--- config.mk ---
export PLATFORM = sky130hd
export DESIGN_NAME = zad2_mux
export DESIGN_NICKNAME = d
export VERILOG_FILES = /design/src/rtl/zad2_mux.sv
export SDC_FILE = /design/constraint.sdc
export NUM_CORES = 1
export LEC_CHECK = 0
export CORE_AREA = 2 2 39 41
export DETAILED_ROUTE_END_ITERATION = 6
export DIE_AREA = 0 0 41 43
export PLACE_DENSITY_LB_ADDON = 0.2
export SLEW_MARGIN = 30
export SYNTH_ARGS = -nofsm -noshare
export SYNTH_HDL_FRONTEND = slang
export SYNTH_SLANG_ARGS = --single-unit
--- constraint.sdc ---
create_clock -name clk -period 1.12 [get_ports clk]
set_input_delay 0.224 -clock clk [delete_from_list [all_inputs] [get_ports clk]]
set_output_delay 0.224 -clock clk [all_outputs]
set_load 0.005 [all_outputs]
--- src/rtl/zad2_mux.sv ---
// Registered WIDTH-bit 2:1 selector: kont_sign=1 forwards a, kont_sign=0 forwards b, one cycle latency.
// Optional even-parity output out_par is built when ZAD2_PARITY_EN is defined.
module zad2_mux #(
  parameter int WIDTH = 8
) (
  input  logic             clk,
  input  logic             rst_n,
  input  logic [WIDTH-1:0] a,
  input  logic [WIDTH-1:0] b,
  input  logic             kont_sign,
  input  logic             in_valid,
  output logic [WIDTH-1:0] out,
  output logic             out_valid
`ifdef ZAD2_PARITY_EN
  ,
  output logic             out_par
`endif
);

`ifdef ZAD2_PARITY_EN
  function automatic logic even_par(input logic [WIDTH-1:0] d);
    return ^d;
  endfunction
`endif

  logic [WIDTH-1:0] sel_p0;
  logic [WIDTH-1:0] out_p1;
  logic             vld_p1;

  assign sel_p0 = kont_sign ? a : b;

  // p0 -> p1: capture the selected operand; hold data when no valid input arrives
  always_ff @(posedge clk or negedge rst_n) begin
    if (!rst_n) begin
      out_p1 <= '0;
      vld_p1 <= 1'b0;
    end else begin
      vld_p1 <= in_valid;
      if (in_valid) out_p1 <= sel_p0;
    end
  end

`ifdef ZAD2_PARITY_EN
  logic par_p1;

  always_ff @(posedge clk or negedge rst_n) begin
    if (!rst_n) par_p1 <= 1'b0;
    else if (in_valid) par_p1 <= even_par(sel_p0);
  end

  assign out_par = par_p1;
`endif

  assign out       = out_p1;
  assign out_valid = vld_p1;

endmodule

==> results of run 1 <==
==> logic make-up (layout without fill, tap and decap cells) <==
logic type / after synthesis / count (layout) / share of synthesized area [%]
flip-flops: 9 / 9 / 55.0
multiplexers: 8 / 8 / 19.6
AND/OR/NAND/NOR: 8 / 8 / 7.34
buffers and inverters: 3 / 37 / 7.34
AO/OA/AOI/OAI: 8 / 8 / 10.7
==> synth_stat cells <==
cell type	count
nor2_1	8
buf_6	2
buf_4	1
dfrtp_1	9
mux2i_1	8
a21oi_1	7
a21oi_2	1
==> final cells by class <==
type / count / area [µm²] / share of cell area [%]
Tap cell: 16 / 20.0 / 2.69
Clock buffer: 4 / 26.3 / 3.54
Timing Repair Buffer: 33 / 318 / 42.8
Multi-Input combinational cell: 24 / 154 / 20.7
Sequential cell: 9 / 225 / 30.3
==> per-stage QoR <==
stage	cells	area [µm²]
after floorplan	36	409
after global placement	81	709
after detailed placement	81	709
after CTS	86	742
after global routing	86	743
final	86	743
==> repair_timing <==
action	in CTS	in global routing
resized for setup	17	1
setup buffers	1	0
setup endpoints to repair	9	1
==> sequential cells by signal, indices dropped and copies added (netlist names) <==
register / flops
out: 8
out_valid: 1
==> power by group through the flow <==
| stage | registers [mW] | clock network [mW] | logic (mW) |
|---|---|---|---|
| final | 0.374 | 0.251 | 0.200 |
| after CTS | 0.374 | 0.264 | 0.204 |
| after global routing | 0.378 | 0.279 | 0.219 |
| after detailed placement | 0.380 | 0 | 0.213 |
| after global placement | 0.380 | 0 | 0.213 |
| after floorplan | 0.383 | 0 | 0.0634 |
==> worst paths after layout <==
path	start	end	slack, ns	cells after the start
min in group clk	out[7]	out[7]	0.52	2
worst max register to register	out[4]	out[4]	0.36	3
worst min-delay path	rst_n	out[4]	0.27	1
max in group asynchronous	rst_n	out[6]	0.56	1
worst max-delay path	out[2]	out[2]	0.05	1
worst min register to register	out[7]	out[7]	0.52	2
==> layer usage <==
layer | vias to the layer above | GRT usage [%] | routed length, µm | part of all wire [%]
met5 | - | 0 | 0 | 0
li1 | 191 | - | - | -
met3 | 0 | 3.14 | 54 | 5.9
met4 | 0 | 4.00 | 0 | 0
met1 | 175 | 16.0 | 400 | 44
met2 | 10 | 17.5 | 462 | 50
==> impl_metrics.tcl, run 1 <==
set metrics [dict create \
    cap_viol_max_count 0 \
    postLayoutSetupSlackWorst_ns 0.0517 \
    maximum_number_of_pins_on_one_net_before_global_route_repair 10 \
    required_ns 0.90 \
    hold_path_class "in -> async" \
    netlist_cell_types 7 \
    power.combinational.fraction_pct 24.2 \
    gp_congestion 0.692 \
    setup.worst_path.start_class "register" \
    flip_flop_and_latch_count_after_synthesis 9 \
    worst_rel_slew_slack_pct 72.0 \
    post-route-util_pct 53.7 \
    final_cycle_utilization_of_the_critical_path_pct 95.4 \
    holdBufCountCts 0 \
    most_common_cell_after_layout_fill_and_taps_aside "clkdlybuf4s50_1" \
    detailroute.via_count 376 \
    synth_area_leaders "dfrtp_1 55%, mux2i_1 20%, a21oi_1 8.6%" \
    grt_pass1_vias 359 \
    cts-root-buf "clkbuf_4" \
    status "finished clean" \
    leakage_nw 0.329 \
    timing.final.hold_violations 0 \
    detailedPlace.worstSlack_ns -0.158 \
    synth.yosys.seq_area_share_pct 55.0 \
    route.detailed.drc 0 \
    floorplan.die.width_um 41 \
    ant_nets 0 \
    unrepaired_setup_endpoints_after_global_routing "no" \
    fp-row-count 14 \
    fin_crit_ns 1.07 \
    power_density_nw_per_um2 1110 \
    slowest_delay_ns 0.38 \
    pint_mw 0.630 \
    final_net_count 91 \
    timing.setup.critical_path_class "reg -> out" \
    drt_first_iter_violations 0 \
    grt_first_pass_wirelength_um 1420 \
    layout.cells.most_common_list "19 x clkdlybuf4s50_1, 9 x dfrtp_1, 9 x clkdlybuf4s15_1" \
    drv_slew 0 \
    grt-ovfl-total 0 \
    worstSkewPairLatency_ns 0.25 \
    antenna-diode-count 0 \
    max-vdd-ir-drop_mv 0.667 \
    critical-path-top-delay-family "flip-flops" \
    area.growth.synth_to_final_pct 81.7 \
    synth.avg_cell_area_um2 11.4 \
    setup_total_negative_slack_ns 0 \
    switching_share_pct 23.6 \
    routed_wire_length_per_instance_um 10.7 \
    numCtsBuffers 3 \
    place_hpwl_um 755 \
    post_route_wl_um 916 \
    io_buffers 28 \
    floorplan.core_area_um2 1380 \
    synth_warnings 0 \
    worstPathMaxFanout 2 \
    die_height_um 43 \
    ratio_of_routed_vias_to_standard_cells 4.37 \
    net-switching-power_mw 0.194 \
    tritonroute_pass_1_iters 1 \
    crit_buf_inv 1 \
    synth.net_count 56 \
    synth_area_um2 409 \
    max_clock_freq_mhz 936 \
    clock_tree.htree_level_count 1 \
    post-synth-top-area-cell "dfrtp_1" \
    tritoncts "done" \
    drive_gt1_share_pct 12.9 \
    layout.filler_cells 148 \
    post-layout-total-power_mw 0.824 \
    antenna_violations_before_repair 0 \
    pin_count 29 \
    critical-path-slowest-cell "dfrtp_1" \
    cp-end-kind "output port" \
    finalClockSkew_ns 0 \
    clockPowerShare_pct 30.4 \
    timing.critical_path.arrival_ns 0.84 \
    finalSetupViolations 0 \
    crit_chain "clkdlybuf4s15_1" \
    groute.usage.overall_pct 11.8 \
    p_seq_share_pct 45.3 \
    cts_max_path_buffers 2 \
    initial_utilization_pct 29.6 \
    tritoncts_num_sinks 9 \
    hold_slack_ns 0.268 \
    synthDominantCellAreaShare_pct 55.0 \
    clk_pin_slew_worst_paths_ns 0.06 \
    design.die.area_um2 1760 \
    tightestPinTransition_ns 0.418 \
    syn-instance-count 36 \
]
Note: power is estimated with default switching activity, not from simulation.
==> inputs of run 2 (changes only) <==
Settings changed: DONT_BUFFER_PORTS set to 1.
==> impl_metrics.tcl, run 2 (synthesis results as in run 1) <==
set metrics [dict create \
    antenna-diode-count 0 \
    detailroute.via_count 261 \
    tritonroute_pass_1_iters 2 \
    floorplan.die.width_um 41 \
    route.detailed.drc 0 \
    numCtsBuffers 3 \
    tritoncts "done" \
    p_seq_share_pct 55.8 \
    crit_cells 0 \
    placement.cell_area_um2 399 \
    unrepaired_setup_endpoints_after_global_routing "no" \
    clock_tree.htree_level_count 1 \
    net-switching-power_mw 0.157 \
    die_height_um 43 \
    final_net_count 60 \
    reg2regPathDepth 2 \
    layout.cells.most_common_list "9 x dfrtp_1, 8 x mux2i_1, 8 x nor2_1" \
    worst_rel_slew_slack_pct 71.7 \
    area.growth.synth_to_final_pct 8.87 \
    routed_wire_length_per_instance_um 14.9 \
    drt_first_iter_violations 2 \
    timing.final.hold_violations 0 \
    clk_pin_slew_worst_paths_ns 0.06 \
    final_cycle_utilization_of_the_critical_path_pct 78.4 \
    initial_utilization_pct 29.6 \
    switching_share_pct 22.9 \
    worstHoldPathCells 1 \
    grt_pass1_vias 316 \
    pint_mw 0.528 \
    clockPowerShare_pct 35.7 \
    cts_max_path_buffers 2 \
    tightestPinTransition_ns 0.424 \
    hold_path_class "in -> reg" \
    status "finished clean" \
    timing.critical_path.arrival_ns 0.65 \
    worstPathMaxFanout 2 \
    drive_gt1_share_pct 10.3 \
    cap_viol_max_count 0 \
    setup_total_negative_slack_ns 0 \
    placedCellCount 49 \
    worstSkewPairLatency_ns 0.25 \
    fin_crit_ns 0.878 \
    setup.worst_path.start_class "register" \
    grt_first_pass_wirelength_um 1230 \
    place_hpwl_um 629 \
    pin_count 29 \
    groute.usage.overall_pct 10.5 \
    final_cell_count_no_fill 55 \
    ratio_of_routed_vias_to_standard_cells 4.75 \
    timing.setup.critical_path_class "reg -> out" \
    maximum_number_of_pins_on_one_net_before_global_route_repair 18 \
    power.combinational.fraction_pct 8.5 \
    design.die.area_um2 1760 \
    most_common_cell_after_layout_fill_and_taps_aside "dfrtp_1" \
    required_ns 0.90 \
    floorplan.core_area_um2 1380 \
    ant_nets 0 \
    cts-root-buf "clkbuf_4" \
    number_of_flip_flops_under_the_largest_register_name 8 \
    post_route_wl_um 820 \
    postCtsSetupRepairBufs 0 \
    hold_slack_ns 0.0391 \
    finalClockSkew_ns 0 \
    gp_congestion 0.514 \
    finalSetupViolations 0 \
    ctsResizeCount 0 \
    io_buffers 0 \
    cp-end-kind "output port" \
    antenna_violations_before_repair 0 \
    leakage_nw 0.198 \
    fp-row-count 14 \
    drv_slew 0 \
    layout.cell_area.non_filler_um2 445 \
    max-vdd-ir-drop_mv 0.497 \
    grt-ovfl-total 0 \
    tritoncts_num_sinks 9 \
    power_density_nw_per_um2 1540 \
    max_clock_freq_mhz 1140 \
]
## run 2: cell count changes in the layout (fill, tap and decap cells not counted)
cell	before	now
buf_4	5	0
dlygate4sd3_1	0	2
clkdlybuf4s15_1	9	0
clkdlybuf4s50_1	19	0
## run 2: worst register-to-register path: cells and delay by family, from the launching register on
family	cells	cell delay, ns
flops	1	0.40
simple gates	1	0.12
compound gates	1	0.04
## run 2: area by class of cell
cell class	count	area (µm²)
clock buffer	4	26.3
fill	143	938
multi-input combinational	24	154
sequential	9	225
tap	16	20.0
timing repair buffer	2	20.0
## run 2: power by group through the flow
stage / combinational [mW] / sequential (mW) / clock [mW]
6_report: 0.0584 / 0.382 / 0.244
2_1_floorplan: 0.0634 / 0.383 / 0
3_5_place_dp: 0.0481 / 0.389 / 0
5_1_grt: 0.0672 / 0.385 / 0.279
3_3_place_gp: 0.0443 / 0.388 / 0
4_1_cts: 0.0598 / 0.383 / 0.260
## run 2: path summary, 6_finish.rpt
| path | endpoint | start | slack [ns] |
|---|---|---|---|
| setup reg to reg | out[4] | out[4] | 0.46 |
| hold reg to reg | out[4] | out[4] | 0.55 |
| min in group asynchronous | out[7] | rst_n | 0.34 |
| setup / recovery | out[2] | out[2] | 0.24 |
| max in group asynchronous | out_valid | rst_n | 0.48 |
| hold / removal | out[4] | in_valid | 0.04 |
## run 2: repair_timing
item,in CTS,in global routing
hold buffers,2,0
hold endpoints to repair,10,0
setup endpoints to repair,0,0
## run 2: through the flow
| stage | power (mW) | worst slack, ns | utilization [%] |
|---|---|---|---|
| floorplan | 0.446 | 0.360 | - |
| global placement | 0.433 | 0.472 | 28.8 |
| detailed placement | 0.437 | 0.461 | 28.8 |
| CTS | 0.702 | 0.234 | 32.2 |
| global route | 0.731 | 0.210 | 32.2 |
| finish | 0.685 | 0.242 | 32.2 |
## run 2: routing by layer
metal,part of all wire (%),GRT usage (%)
met5,0,0
met4,0,4.00
met3,10,4.19
met2,56,18.1
met1,34,10.3
==> inputs of run 3 (changes only) <==
Clock period 1.12 ns to 0.8 ns, I/O delays scaled along.
==> impl_metrics.tcl, run 3 (synthesis results as in run 1) <==
set metrics [dict create \
    area.sequential_um2 225 \
    post-layout-total-power_mw 0.955 \
    fin_crit_ns 0.814 \
    grt_pass1_vias 309 \
    max-vdd-ir-drop_mv 0.696 \
    setup.worst_path.start_class "register" \
    unrepaired_setup_endpoints_after_global_routing "yes" \
    floorplan.core_area_um2 1380 \
    highest-signal-layer "met3" \
    power_density_nw_per_um2 2190 \
    p_seq_share_pct 56.0 \
    power.combinational.fraction_pct 8.2 \
    number_of_flip_flops_under_the_largest_register_name 8 \
    tritoncts_num_sinks 9 \
    area.growth.synth_to_final_pct 6.42 \
    leakage_nw 0.194 \
    required_ns 0.64 \
    detailroute.via_count 258 \
    pint_mw 0.736 \
    worstPathMaxFanout 2 \
    layout.filler_cells 143 \
    pin_count 29 \
    drive_gt1_share_pct 10.5 \
    cap_viol_max_count 0 \
    net-switching-power_mw 0.219 \
    fp-row-count 14 \
    timing.critical_path.arrival_ns 0.65 \
    clockPowerShare_pct 35.8 \
    initial_utilization_pct 29.6 \
    wl_met1_um 280 \
    groute.usage.overall_pct 10.3 \
    hold_end "out_valid" \
    hold_slack_ns -0.0642 \
    gp_congestion 0.514 \
    post_route_wl_um 819 \
    most_common_cell_after_layout_fill_and_taps_aside "dfrtp_1" \
    numCtsBuffers 3 \
    placedCellCount 49 \
    violations "hold timing, setup timing" \
    reg2regPathDepth 2 \
    clk_pin_slew_worst_paths_ns 0.06 \
    io_buffers 0 \
    max_clock_freq_mhz 1230 \
    hold_path_class "in -> reg" \
    status "complete, but fails checks" \
    worstHoldPathCells 0 \
    holdCritStartpoint "in_valid" \
    rrSetupSlack_ns 0.14 \
    postLayoutSetupSlackWorst_ns -0.0143 \
    design.die.area_um2 1760 \
    worst_rel_slew_slack_pct 71.8 \
    tightestPinTransition_ns 0.421 \
    timing.setup.critical_path_class "reg -> out" \
    cts-root-buf "clkbuf_4" \
    reg2reg_to "out[4]" \
    ant_nets 0 \
    worstSkewPairLatency_ns 0.25 \
    holdBufCountCts 1 \
    switching_share_pct 23.0 \
    met2_wirelength_um 457 \
    layout.cells.most_common_list "9 x dfrtp_1, 8 x mux2i_1, 8 x nor2_1" \
    grt_first_pass_wirelength_um 1190 \
    tritonroute_pass_1_iters 2 \
    final_net_count 59 \
    ratio_of_routed_vias_to_standard_cells 4.78 \
    timing.final.hold_violations 9 \
    routed_wire_length_per_instance_um 15.2 \
    antenna-diode-count 0 \
    final_cell_count_no_fill 54 \
    grt-ovfl-total 0 \
    postCtsSetupRepairBufs 0 \
    antenna_violations_before_repair 0 \
    cp-end-kind "output port" \
    cts_max_path_buffers 2 \
    met3WireLength_um 80 \
    tritoncts "done" \
    die_height_um 43 \
    ctsResizeCount 0 \
    finalSetupViolations 7 \
    worstReg2RegStart "out[4]" \
    drv_slew 0 \
    route.detailed.drc 0 \
    finalClockSkew_ns 0 \
    multi_input_comb_area_um2 154 \
    drt_first_iter_violations 2 \
    maximum_number_of_pins_on_one_net_before_global_route_repair 18 \
    clock_tree.htree_level_count 1 \
    final_cycle_utilization_of_the_critical_path_pct 102 \
    floorplan.die.width_um 41 \
    place_hpwl_um 629 \
]
run 3: cell count changes in the layout (fill, tap and decap cells not counted), sizes merged:
cell         change
dlygate4sd3      -1
run 3: worst register-to-register path, cell delays in order, from the launching register on:
cell	delay [ns]
dfrtp_1	0.40
nor2_1	0.12
a21oi_2	0.04
run 3: cell type report:
type / instances / area share [%]
Multi-Input combinational cell: 24 / 35.3
Timing Repair Buffer: 1 / 2.30
Tap cell: 16 / 4.60
Clock buffer: 4 / 6.03
Sequential cell: 9 / 51.7
run 3: layer usage:
metal	track usage (%)	up-vias
met3	4.19	0
li1	-	126
met5	0	-
met4	4.00	0
met1	10.0	121
met2	17.8	11
run 3: power by group through the flow:
stage	Sequential, mW	Combinational, mW	Clock (mW)
after detailed placement	0.545	0.0674	0
after global placement	0.544	0.0621	0
after floorplan	0.536	0.0887	0
final	0.535	0.0780	0.342
after CTS	0.536	0.0801	0.363
after global routing	0.539	0.0899	0.391
run 3: per-stage QoR:
step | setup TNS, ns | instance area [µm²] | setup WS (ns) | hold WS [ns] | util (%)
after floorplan | 0 | 409 | 0.104 | -0.136 | -
after global placement | 0 | 399 | 0.152 | -0.135 | 28.8
after detailed placement | 0 | 399 | 0.141 | -0.135 | 28.8
after CTS | -0.167 | 435 | -0.0219 | -0.0771 | 31.5
after global routing | -0.290 | 435 | -0.0455 | -0.0802 | 31.5
final | -0.0552 | 435 | -0.0143 | -0.0642 | 31.5
run 3: worst max-delay path by stage:
stage | endpoint | cells after the start | startpoint
after CTS | out[2] | 0 | out[2]
after detailed placement | out[4] | 2 | out[4]
after global placement | out[4] | 2 | out[4]
after floorplan | out[4] | 4 | in_valid
final | out[2] | 0 | out[2]
after global routing | out[5] | 0 | out[5]
